==> src/rtl/lfsr_pkg.sv <==
// ----------------------------------------------------------------------------
// lfsr_pkg
// Shared constants and helpers for the 16-bit Fibonacci LFSR.
//   LFSR_W       : state width
//   DEFAULT_SEED : reset / restart state (non-zero)
//   DEFAULT_TAPS : feedback tap mask, bits 15,13,12,10 (x^16+x^14+x^13+x^11+1)
//   PERIOD       : number of shifts before DEFAULT_SEED recurs
// ----------------------------------------------------------------------------
package lfsr_pkg;

    localparam int unsigned LFSR_W = 16;

    localparam logic [LFSR_W-1:0] DEFAULT_SEED = 16'h0001;
    localparam logic [LFSR_W-1:0] DEFAULT_TAPS = 16'hB400;

    localparam int unsigned PERIOD = 65535;

    // Feedback bit: parity of the tapped state bits.
    function automatic logic lfsr_fb(input logic [LFSR_W-1:0] state,
                                     input logic [LFSR_W-1:0] taps);
        return ^(state & taps);
    endfunction

    // One Fibonacci step: shift toward the MSB, feedback enters at bit 0.
    function automatic logic [LFSR_W-1:0] lfsr_next(input logic [LFSR_W-1:0] state,
                                                    input logic [LFSR_W-1:0] taps);
        return {state[LFSR_W-2:0], lfsr_fb(state, taps)};
    endfunction

endpackage

==> src/rtl/lfsr_step.sv <==
// ----------------------------------------------------------------------------
// lfsr_step
// Combinational next-state logic for the Fibonacci LFSR.
//   state      in  LFSR_W  current register value
//   taps       in  LFSR_W  feedback tap mask
//   next_state out LFSR_W  value after one shift
//   fb         out 1       feedback bit shifted into bit 0
// ----------------------------------------------------------------------------
module lfsr_step
    import lfsr_pkg::*;
(
    input  logic [LFSR_W-1:0] state,
    input  logic [LFSR_W-1:0] taps,
    output logic [LFSR_W-1:0] next_state,
    output logic              fb
);

    always_comb begin
        fb         = lfsr_fb(state, taps);
        next_state = lfsr_next(state, taps);
    end

endmodule

==> src/rtl/lfsr16.sv <==
// ----------------------------------------------------------------------------
// lfsr16
// 16-bit maximal-length Fibonacci LFSR with shift enable, shift counter and a
// one-cycle period-complete flag. All outputs are registered.
//   clk          in  1   system clock, rising edge
//   rst_n        in  1   asynchronous active-low reset
//   sh_en        in  1   one LFSR step per clock while high
//   Q_out        out 16  current LFSR state
//   ticks        out 16  shifts since reset or the last period wrap
//   max_tick_reg out 1   pulse: the shift just taken returned the state to SEED
// ----------------------------------------------------------------------------
module lfsr16
    import lfsr_pkg::*;
#(
    parameter logic [LFSR_W-1:0] SEED = DEFAULT_SEED,
    parameter logic [LFSR_W-1:0] TAPS = DEFAULT_TAPS
)
(
    input  logic              clk,
    input  logic              rst_n,
    input  logic              sh_en,
    output logic [LFSR_W-1:0] Q_out,
    output logic [LFSR_W-1:0] ticks,
    output logic              max_tick_reg
);

    logic [LFSR_W-1:0] next_state;
    logic              fb_unused;
    logic              seed_next;
    logic              locked_up;

    lfsr_step u_step (
        .state      (Q_out),
        .taps       (TAPS),
        .next_state (next_state),
        .fb         (fb_unused)
    );

    assign seed_next = (next_state == SEED);
    // All-zero is a fixed point of an XOR LFSR; it cannot be reached from a
    // non-zero seed, but an upset could land there, so recover regardless of sh_en.
    assign locked_up = (Q_out == '0);

    always_ff @(posedge clk or negedge rst_n) begin
        if (!rst_n) begin
            Q_out        <= SEED;
            ticks        <= '0;
            max_tick_reg <= 1'b0;
        end else begin
            max_tick_reg <= 1'b0;
            if (locked_up) begin
                Q_out <= SEED;
                ticks <= '0;
            end else if (sh_en) begin
                Q_out <= next_state;
                if (seed_next) begin
                    // Wrap: ticks spans 0..PERIOD-1 and restarts with the sequence.
                    ticks        <= '0;
                    max_tick_reg <= 1'b1;
                end else begin
                    ticks <= ticks + 16'd1;
                end
            end
        end
    end

endmodule

==> config.mk <==
export PLATFORM = sky130hd
export DESIGN_NAME = lfsr16
export DESIGN_NICKNAME = d
export VERILOG_FILES = /design/src/rtl/lfsr_pkg.sv /design/src/rtl/lfsr_step.sv /design/src/rtl/lfsr16.sv
export SDC_FILE = /design/constraint.sdc
export NUM_CORES = 1
export LEC_CHECK = 0
export ABC_AREA = 1
export BUFFER_PORTS_ARGS = -buffer_cell sky130_fd_sc_hd__buf_4
export CAP_MARGIN = 15
export CORE_AREA = 2 2 51 77
export CTS_BUF_LIST = sky130_fd_sc_hd__clkbuf_4
export CTS_CLUSTER_SIZE = 28
export DETAILED_ROUTE_END_ITERATION = 12
export DIE_AREA = 0 0 53 79
export PLACE_DENSITY = 0.82
export RECOVER_POWER = 50
export SYNTH_ARGS = -nofsm -noshare
export SYNTH_HDL_FRONTEND = slang
export SYNTH_SLANG_ARGS = --single-unit
export TNS_END_PERCENT = 1
==> constraint.sdc <==
create_clock -name clk -period 1.85 [get_ports clk]
set_clock_uncertainty 0.2 [all_clocks]
set_input_delay 0.185 -clock clk [delete_from_list [all_inputs] [get_ports clk]]
set_output_delay 0.185 -clock clk [all_outputs]
set_load 0.05 [all_outputs]
== After elaboration in Yosys (flattened, before gate mapping) ==
Index checks and enable logic that the tools add are counted.
Cells by class
  shift operators: 0
  reduce and logical (&&, ||, !) cells: 3
  bitwise operators: 0
  divide/modulo/power cells: 0
  multiplexer cells: 8
  multipliers: 0
  $lt $le $gt $ge: 0
  add/subtract/negate cells: 1
  equal/unequal tests: 1
Operators by type and width (number)
  $mux W16: 5
  $add A16 B1 Y16 const B: 1
  $eq A16 B1 Y1 const B: 1
  $logic_not A16 Y1: 1
  $reduce_xor A16 Y1: 1
  $mux W1: 3
  $reduce_bool A2 Y1: 1
Storage, ports and cells
  memory bits (read-only): 0
  RAM bits: 0
  memories: 0
  latch bits: 0
  flip-flop bits (word level): 33

== Depth between registers and ports, before layout ==
  depth in word-level cells: 5
  depth in mapped cells: 11

== Cells and area by module ==
A second synthesis with hierarchy kept.
Unflattened totals
  cell total of the unflattened synthesis: 402
  area total of the unflattened synthesis: 2477.4 um^2
By module, submodules not included
  lfsr16: cells each 267, instances 1, area an instance 1870.5 um^2
  lfsr_step: cells each 135, instances 1, area an instance 606.8 um^2

== Worst setup path before layout ==
Ideal clock, no wire load.
  kind: reg-to-reg
  start: register Q_out[12]
  end: register ticks[0]
  buffers on the path: 0
  arrival: 1.781 ns
  stages on the path, launching flop included: 11
  required time: 1.532 ns
  slack: -0.249 ns
  period minus slack after synthesis: 2.099 ns
  path through: dfrtp_1 -> inv_1 -> ha_1 -> inv_1 -> nand2_1 -> nand3_1 -> nand2_1 -> o21ai_0 -> nor2_1 -> nand2_1 -> nand2_1
On the way
  word-level cells in the longest chain between the ends: 5
  elaborated cells between the ends (all ways): 7
  classes of those cells: eq/ne (1); mux (3); reduce/logical (3)
Ends and longest elaborated chain
  start, declared: line lfsr16.sv:22  | output logic [LFSR_W-1:0] Q_out,
  start signal, assigned: line lfsr16.sv:55  | Q_out <= next_state;
  $reduce_xor A16 Y1: line lfsr_pkg.sv:21  | return ^(state & taps);
  $eq A16 B1 Y1: line lfsr16.sv:39  | assign seed_next = (next_state == SEED);
  $mux W16: line lfsr16.sv:56  | if (seed_next) begin
  $mux W16: line lfsr16.sv:54  | end else if (sh_en) begin
  $mux W16: line lfsr16.sv:51  | if (locked_up) begin
  end signal, assigned: line lfsr16.sv:61  | ticks <= ticks + 16'd1;
  end, declared: line lfsr16.sv:23  | output logic [LFSR_W-1:0] ticks,
Several ways; a longest one is shown, not always the timed one. The select of a mux whose other input is x is not followed.
A chain may end at the register's enable or synchronous reset.

== Worst setup path after layout ==
  start: register Q_out[13]
  end: register ticks[5]
The elaborated chain is that of the path after synthesis.

==> summary.txt <==
Status
  • Outcome: complete, no violations

Logic synthesis
  • Netlist Area Pre-Place: 0.00185 sq mm
  • Syn avg cell area: approximately 7.4 sq um
  • Xor/xnor share of the synthesized area: 0.00946
  • Synth Net Count: roughly 260
  • Main area contributors after synthesis: dfrtp_1, nand2_1, inv_1, nor2_1, nand3_1
  • Mux cell area share after synthesis: 0
  • Synth Area in Compound Gates: 0.0716
  • Synth Area in Simple Gates: 0.376
  • Main combinational cell family by area after synthesis: simple AND/OR/NAND/NOR gates
  • Leading area contributor after synthesis: dfrtp_1
  • Post-synthesis sequential area ratio: 0.447
  • Synth cell types: 25
  • Cells after synthesis: 250
  • Number of register bits inferred by synthesis: 33
  • Synthesis Warnings: 0
  • Top-area cell type share of the netlist area: 0.432
  • Post-Synth Adder-Cell Area: 0.0135

GRT
  • GRT Overall Usage: 0.243
  • First-pass GRT wire length: between 7000 and 8000 um
  • Grt ovf: 0
  • Vias in the first global route: around 1,700
  • Largest net degree at the start of global routing: 34
  • Initial antenna violation count: 0

Place
  • Post-DP HPWL: 3460 um
  • Gpl congestion: between 0.8 and 0.9
  • Placed Instance Area: 0.00227 sq mm
  • # port buffers: 35

Critical path
  • CP arrival: around 1900 ps
  • Worst Path Required: approximately 1900 ps
  • CP max FO: 8
  • CP Capture Type: flop
  • Crit Path Category: flop to flop
  • Startpoint Class: flop

Clocking
  • Maximum buffer depth of the clock tree: 2
  • Clk_lat worst skew: about 350 ps
  • CTS sink count: 33
  • CTS buffer count: 5
  • Clock transition at path regs: roughly 110 ps
  • Number of H-tree levels: 2
  • Clock root buffer master: clkbuf_4
  • CTS tree: yes

Layout
  • Final nets: about 320
  • Area Overhead vs Synth: 32.2%
  • Fill count: between 300 and 400
  • Fin area: 0.00245 sq mm
  • Layout cells sized above 1: 0.287
  • ANT cells: 0
  • Multi-input logic area: 945 sq um
  • Register area: 832 sq um
  • Post-layout util: 0.690

Die
  • Area of the core: around 0.0035 sq mm
  • Die width: around 53 um
  • Row cnt: 27
  • Die area: 0.00419 sq mm
  • Io pins: 36
  • Die Height: between 70 and 80 um
  • Starting density of the core: 0.522

STA
  • Tcrit/Tclk final: 0.977
  • Number of hold violations in the final report: 0
  • Least-Margin Pin Slew: around 830 ps
  • Final hold slack: 76.3 ps
  • Final Slew Violations: 0
  • Fmax: roughly 550 MHz
  • Rel. slew slack: 0.449
  • RSZ-0062 raised after global routing: true
  • Min cycle time layout: 1810 ps
  • Final TNS setup: 0 ps
  • Setup Viol. Count Final: 0

Power
  • Worst vdd ir: around 1.2 mV
  • Reg power frac: 0.332
  • Leak: between 1 and 1.5 nW
  • Pint: about 1.6 mW
  • Sw Ratio: 0.500
  • Psw: roughly 1.6 mW
  • Combinational share of power: 0.533
  • Pwr Density: around 1300 mW/mm^2
  • Clock network power share: 0.135

Route
  • Post-route antenna net violation count: 0
  • First DRT Iteration DRCs: slightly above 60
  • WL final: 4900 um
  • Routed WL per cell: 13.7 um
  • Via-per-instance ratio: between 5 and 6
  • TritonRoute pass-1 iters: 4
  • Via count: between 1,500 and 2,000
  • DRC viols: 0

Worst hold path
  • Worst hold path class: input port to flop

Job
  • Max_cap viols: 0
-- cell usage in the layout (no fill, tap or decap), types with 2 or more instances in the layout --
master	Yosys	final
a21oi_1	8	8
buf_4	0	46
clkbuf_1	2	9
clkbuf_4	0	7
clkinv_2	0	2
dfrtp_1	32	28
dfrtp_2	0	4
inv_1	32	30
inv_4	0	2
nand2_1	74	70
nand2_2	4	7
nand3_1	20	16
nand3_2	1	5
nand3b_1	2	2
nand4_1	12	12
nor2_1	27	25
nor2_2	2	3
nor2_4	1	2
nor3_4	2	2
nor4_1	3	3
o21ai_0	15	14
o21ai_2	0	2
o22ai_1	2	2
xor2_1	2	2
-- worst max-delay path, cell delays in order (launching register included) --
cell and delay [ps]:
dfrtp_2 440, inv_4 80, ha_4 200, nand2_1 90, nand2_1 80, nand2_2 90, nand2_2 90, o21ai_2 210
nand2_4 110, nand2_1 80, nor2_1 40
-- path summary, 6_finish.rpt --
check / from / end / slack, ps / cells after the start
hold reg to reg: Q_out[14] / Q_out[15] / 320 / 2
setup / recovery: Q_out[13] / ticks[5] / 40 / 10
hold / removal: sh_en / Q_out[5] / 80 / 4
min in group asynchronous: rst_n / Q_out[6] / 250 / 2
setup reg to reg: Q_out[13] / ticks[5] / 40 / 10
max in group asynchronous: rst_n / ticks[1] / 630 / 2
-- final cells by class --
cell class,instances,share of cell area
Sequential cell,33,0.340
Clock inverter,2,0.00409
Clock buffer,6,0.0184
Multi-Input combinational cell,180,0.386
Tap cell,43,0.0220
Inverter,33,0.0527
Timing Repair Buffer,60,0.177
-- Yosys cell counts --
| cell | n |
|---|---|
| buf_6 | 2 |
| nor4_1 | 3 |
| inv_1 | 32 |
| inv_2 | 1 |
| nor3_4 | 2 |
| a21oi_1 | 8 |
| nand2_4 | 1 |
| nand3_1 | 20 |
| o22ai_1 | 2 |
| clkbuf_1 | 2 |
| nand3b_1 | 2 |
| nor2_1 | 27 |
| xor2_1 | 2 |
| o21ai_0 | 15 |
| nand2_1 | 74 |
| nand3_2 | 1 |
| nor2_2 | 2 |
| nor2_4 | 1 |
| nor3_1 | 1 |
| o21ai_1 | 1 |
| nand2_2 | 4 |
| dfstp_2 | 1 |
| nand4_1 | 12 |
| dfrtp_1 | 32 |
| ha_1 | 2 |
-- power groups by stage --
stage | clock network (mW) | logic, mW | registers, mW
after floorplan | 0 | 0.506 | 1.62
after global placement | 0 | 1.57 | 1.05
after detailed placement | 0 | 1.59 | 1.06
after CTS | 0.429 | 1.59 | 1.05
after global routing | 0.452 | 1.80 | 1.07
final | 0.423 | 1.67 | 1.04
-- metal layers --
metal	GRT usage	routed length (um)	vias up
met5	0	0	-
met3	0.0489	219	9
met4	0.0897	93	0
met2	0.428	2680	50
met1	0.281	1910	899
li1	-	-	930
-- what timing repair did --
item	CTS	global route
buffers inserted	0	11
pin swaps	0	12
endpoints found under the hold margin	33	0
hold buffers	1	0
setup endpoints to repair	2	19
resized for setup	1	18
-- metrics by stage --
| step | power (mW) | instances | worst slack (ps) |
|---|---|---|---|
| 3_5_place_dp | 2.65 | 337 | 10.5 |
| 4_1_cts | 3.07 | 346 | 14.6 |
| 6_report | 3.14 | 357 | 42.5 |
| 3_3_place_gp | 2.62 | 337 | 80.3 |
| 2_1_floorplan | 2.13 | 250 | -2.98 |
| 5_1_grt | 3.32 | 357 | -57.9 |
-- cell families (layout without fill, tap and decap cells) --
family	after synthesis	after routing
flops	33	33
simple gates	150	150
compound gates	26	26
buf+inv	37	101
xor+xnor	2	2
fa+ha+maj	2	2
Note: power is estimated with default switching activity, not from simulation.
